`src/rtl/dm_access_unit.sv`:
```
// Data memory access stage: word-addressed RAM behind an IDLE/WAIT/COMPLETE
// handshake with a fixed number of wait states before each access commits.
module dm_access_unit #(
  parameter int DATA_W      = 16,
  parameter int ADDR_W      = 16,
  parameter int DEPTH       = 256,
  parameter int WAIT_CYCLES = 2
) (
  input  logic              clk,
  input  logic              rst,
  input  logic [ADDR_W-1:0] DMADDR,
  input  logic [DATA_W-1:0] DMDATAIN,
  input  logic              MEMRD,
  input  logic              MEMWR,
  output logic [DATA_W-1:0] DMDATAOUT,
  output logic              BUSY,
  output logic              DONE
);

  localparam int IW = $clog2(DEPTH);
  localparam int CW = (WAIT_CYCLES > 0) ? $clog2(WAIT_CYCLES + 1) : 1;

  typedef enum logic [1:0] {S_IDLE, S_WAIT, S_COMPLETE} state_t;

  state_t            state_reg, state_next;
  logic [CW-1:0]     cnt_reg, cnt_next;
  logic              busy_reg, busy_next;
  logic              done_reg, done_next;
  logic [DATA_W-1:0] dout_reg;
  logic [IW-1:0]     idx_reg;
  logic [DATA_W-1:0] data_reg;
  logic              wr_reg;
  logic              req;
  logic              commit;

  logic [DATA_W-1:0] ram [DEPTH];

  // Upper address bits are deliberately ignored: addresses wrap modulo DEPTH.
  generate
    if (ADDR_W > IW) begin : g_addr_hi
      logic unused_addr_bits;
      assign unused_addr_bits = ^DMADDR[ADDR_W-1:IW];
    end
  endgenerate

  assign req    = MEMRD | MEMWR;
  assign commit = (state_reg == S_WAIT) && (cnt_reg == '0);

  always_comb begin
    state_next = state_reg;
    cnt_next   = cnt_reg;
    case (state_reg)
      S_IDLE: begin
        if (req) begin
          state_next = S_WAIT;
          cnt_next   = CW'(WAIT_CYCLES);
        end
      end
      S_WAIT: begin
        if (cnt_reg == '0) state_next = S_COMPLETE;
        else               cnt_next   = cnt_reg - CW'(1);
      end
      S_COMPLETE: state_next = S_IDLE;
      default:    state_next = S_IDLE;
    endcase
    // Flags are decoded from the next state so they come straight out of flops.
    busy_next = (state_next == S_WAIT);
    done_next = (state_next == S_COMPLETE);
  end

  always_ff @(posedge clk) begin
    if (rst) begin
      state_reg <= S_IDLE;
      cnt_reg   <= '0;
      busy_reg  <= 1'b0;
      done_reg  <= 1'b0;
      dout_reg  <= '0;
    end else begin
      state_reg <= state_next;
      cnt_reg   <= cnt_next;
      busy_reg  <= busy_next;
      done_reg  <= done_next;
      if (commit && !wr_reg) dout_reg <= ram[idx_reg];
    end
  end

  // Request capture; a simultaneous read+write is treated as a write.
  always_ff @(posedge clk) begin
    if (state_reg == S_IDLE && req) begin
      idx_reg  <= DMADDR[IW-1:0];
      data_reg <= DMDATAIN;
      wr_reg   <= MEMWR;
    end
  end

  // RAM contents survive reset; reset only blocks an in-flight commit.
  always_ff @(posedge clk) begin
    if (!rst && commit && wr_reg) ram[idx_reg] <= data_reg;
  end

  assign DMDATAOUT = dout_reg;
  assign BUSY      = busy_reg;
  assign DONE      = done_reg;

endmodule
```
`config.mk`:
```
export PLATFORM = sky130hd
export DESIGN_NAME = dm_access_unit
export DESIGN_NICKNAME = d
export VERILOG_FILES = /design/src/rtl/dm_access_unit.sv
export SDC_FILE = /design/constraint.sdc
export NUM_CORES = 2
export LEC_CHECK = 0
export CORE_MARGIN = 2
export CORE_UTILIZATION = 57
export DETAILED_ROUTE_END_ITERATION = 16
export DONT_BUFFER_PORTS = 1
export PLACE_DENSITY_LB_ADDON = 0.05
export SLEW_MARGIN = 30
export SYNTH_ARGS = -nofsm -noshare
export SYNTH_HDL_FRONTEND = slang
export SYNTH_SLANG_ARGS = --single-unit
```
`constraint.sdc`:
```
create_clock -name clk -period 3.9 [get_ports clk]
set_input_delay 0.39 -clock clk [delete_from_list [all_inputs] [get_ports clk]]
set_output_delay 0.39 -clock clk [all_outputs]
set_load 0.02 [all_outputs]
```
==> run summary <==
Tmin final - 3.798 ns
Vias - 80,830
Core area - 0.2770 mm²
Cell taking the most area after synthesis - edfxtp_1
TritonCTS clock tree - yes
Register area share after synthesis - 78.04%
Final Hold Fails - 0
Total track usage - 31.81%
Fillers - 17,980
Area after DPL - 0.1695 mm²
Clk Latency, worst-skew pair - 0.96 ns
Mapped Nets - 7,210
Design Area, Final - 0.1829 mm²
Nets@finish - 8,029
Initial Util - 57.45%
Critical path class - reg2reg
Max cap viols - 0
H-tree level count - 5
Distinct cells, synth - 77
Clk buf depth - 4
Simple-gate area share of the yosys netlist - 2.219%
Post-synthesis compound-gate area fraction - 2.286%
Vias in the first global route - 79,030
Clk sinks - 4,143
Number of flops mapped to enable cells by yosys - 4,121
Share of Yosys cell area claimed by the top area cell type - 77.77%
Clock transition at path regs - 0.06 ns
Synth Area in Adders - 0.007863%
Largest net degree at the start of global routing - 158
Worst Path Arrival - 4.65 ns
Min-Delay Path Class - in2reg
Iteration-0 DRC count of the detailed router - 11,790
Warnings from Yosys - 0
XOR/XNOR Fraction of Synth Area - 0%
Vias/cell - 6.717
Worst Tran Pin Value - 1.145 ns
Capturing element type of the critical path - flip-flop
Site row count - 193
Mapped Cells - 7,173
CTS buffer count - 413
Async SR Flop Fraction - 0%
Main combinational cell family by area after synthesis - multiplexers
Final worst path period share - 97.38%
DRT Wirelength - 450.4 mm
Max FFs per register - 4,096
Initial antenna violation count - 27
Top cells by area, synth - edfxtp_1 78%, mux4_2 14%, mux2i_1 1.8%
Die outline area - 0.2834 mm²
Routability cong. - 0.9208
Layout cells sized above 1 - 30.30%
Leak - 58.30 nW
Startpoint Class - flip-flop
Root Driver - clkbuf_16
Slew HR - 23.69%
Fin Clk Skew - 0.04227 ns
Crit-path max FO - 38
Setup-failing EPs final - 0
Die Span X - 532.4 µm
First-pass GRT wire length - 626.8 mm
Outcome - complete, no violations
Dpl ws - -0.01098 ns
Final worst slack - 0.1021 ns
Register Area - 0.1242 mm²
Drt pass-1 iters - 6
Mean Syn Cell Area - 22.18 µm²
Post-DR wirelength/cell - 37.43 µm
Overflow after GRT - 0
VDD IR-drop max - 0.5168 mV
RSZ-0062 raised after global routing - no
DRC viols - 0
WP data required - 4.75 ns
Tot Pwr - 98.33 mW
Area taken by multi-input logic gates - 0.03306 mm²
Synth Cell Area - 0.1591 mm²
Fmax - 263.3 MHz
Main flop type after synthesis - edfxtp_1
Mux share of post-synthesis cell area - 15.95%
Pwr dens - 537.7 mW/mm²
Yosys reg bits - 4,143
Hpwl dp - 282.4 mm
Pins over their slew limit - 0
PortBufs - 0
Antenna-violating nets left - 0
Die height - 532.4 µm
IO Count - 54
Layout area overhead - 14.93%
## cell families (layout without fill, tap and decap cells)
| logic type | Yosys count | in the layout |
|---|---|---|
| DFF | 4143 | 4143 |
| muxes | 1295 | 1295 |
| and+or+nand+nor | 811 | 811 |
| AOI/OAI and AO/OA | 505 | 505 |
| buffers and inverters | 418 | 1566 |
| adders and majority gates | 1 | 1 |
| other | 0 | 8 |
## critical path: stages, from the launching register on
cell      delay, ns
edfxtp_1       0.46
buf_12         0.21
buf_12         0.22
nand2_1        0.50
o22ai_1        0.32
o41ai_1        1.03
and3_1         0.34
a21oi_1        0.06
buf_4          0.19
a311oi_1       0.26
## cells in the mapped netlist (all sizes together), types with 9 or more instances
| library cell | n |
|---|---|
| a2111oi | 9 |
| a211oi | 28 |
| a21oi | 48 |
| a221oi | 16 |
| a22oi | 61 |
| a311oi | 11 |
| a31oi | 25 |
| a32o | 14 |
| a32oi | 68 |
| and3 | 9 |
| buf | 296 |
| clkbuf | 115 |
| dfxtp | 22 |
| edfxtp | 4121 |
| mux2 | 18 |
| mux2i | 290 |
| mux4 | 987 |
| nand2 | 260 |
| nand2b | 10 |
| nand3 | 45 |
| nand4 | 14 |
| nor2 | 358 |
| nor2b | 21 |
| nor3 | 24 |
| nor4 | 21 |
| o211ai | 14 |
| o21ai | 61 |
| o22ai | 78 |
## power by group
part	internal (mW)	switching [mW]
combinational	3.44	6.22
clock	22.1	16.5
sequential	49.8	0.198
## stage by stage
step / hold WS [ns] / std cells / util [%] / TNS [ns]
2_1_floorplan: 0.4399 / 7173 / - / -596.89
3_3_place_gp: 0.4586 / 11240 / 61.15 / -0.06693
3_5_place_dp: 0.4688 / 11250 / 61.18 / -0.01098
4_1_cts: 0.0002423 / 12020 / 66.01 / 0
5_1_grt: 0.02803 / 12030 / 66.02 / 0
6_report: 0.05713 / 12030 / 66.03 / 0
## area by class of cell
type | instances | share of cell area [%]
Inverter | 7 | 0.02121
Tap cell | 3705 | 2.535
Multi-Input combinational cell | 2612 | 18.08
Clock inverter | 229 | 1.153
Clock buffer | 515 | 5.979
Timing Repair Buffer | 815 | 4.316
Sequential cell | 4143 | 67.91
Antenna cell | 8 | 0.01095
## final timing paths
kind	cells past startpoint	slack, ns	endpoint	start
hold / removal	1	0.06	data_reg[14]	DMDATAIN[14]
setup / recovery	9	0.10	DMDATAOUT[12]	idx_reg[0]
setup reg to reg	9	0.10	DMDATAOUT[12]	idx_reg[0]
hold reg to reg	2	0.49	cnt_reg[1]	cnt_reg[1]
## layer usage
| layer | part of all wire [%] | track usage [%] | routed length (µm) |
|---|---|---|---|
| met5 | 0.015 | 0 | 66 |
| met4 | 3.9 | 10.90 | 17580 |
| met3 | 11 | 7.021 | 47480 |
| met2 | 47 | 48.40 | 210000 |
| met1 | 39 | 46.35 | 175300 |
## placed cells by master, fill, tap and decap left out, types with 18 or more instances in the layout
cell,n
mux2i_1,289
a32oi_1,68
buf_12,133
o21ai_0,59
clkinv_2,74
clkbuf_16,418
nor4_1,20
dfxtp_1,22
a31oi_1,25
nor2_2,130
nor3_1,22
a21oi_1,48
mux2_2,18
nand2_1,243
bufinv_16,35
mux4_2,973
edfxtp_1,4121
nand3_1,45
buf_4,642
nor2_1,222
o22ai_1,77
clkbuf_1,86
a22oi_1,61
dlygate4sd3_1,32
a211oi_1,28
clkinv_1,95
## repair_timing
item                                    CTS  global route
hold buffers                             32             1
cloned                                    0             0
endpoints found under the setup margin    1             2
gates resized for setup                   1             2
buffers inserted                          0             0
hold endpoints to repair                 47             5
No activity file was read; power rests on OpenSTA's default activity.
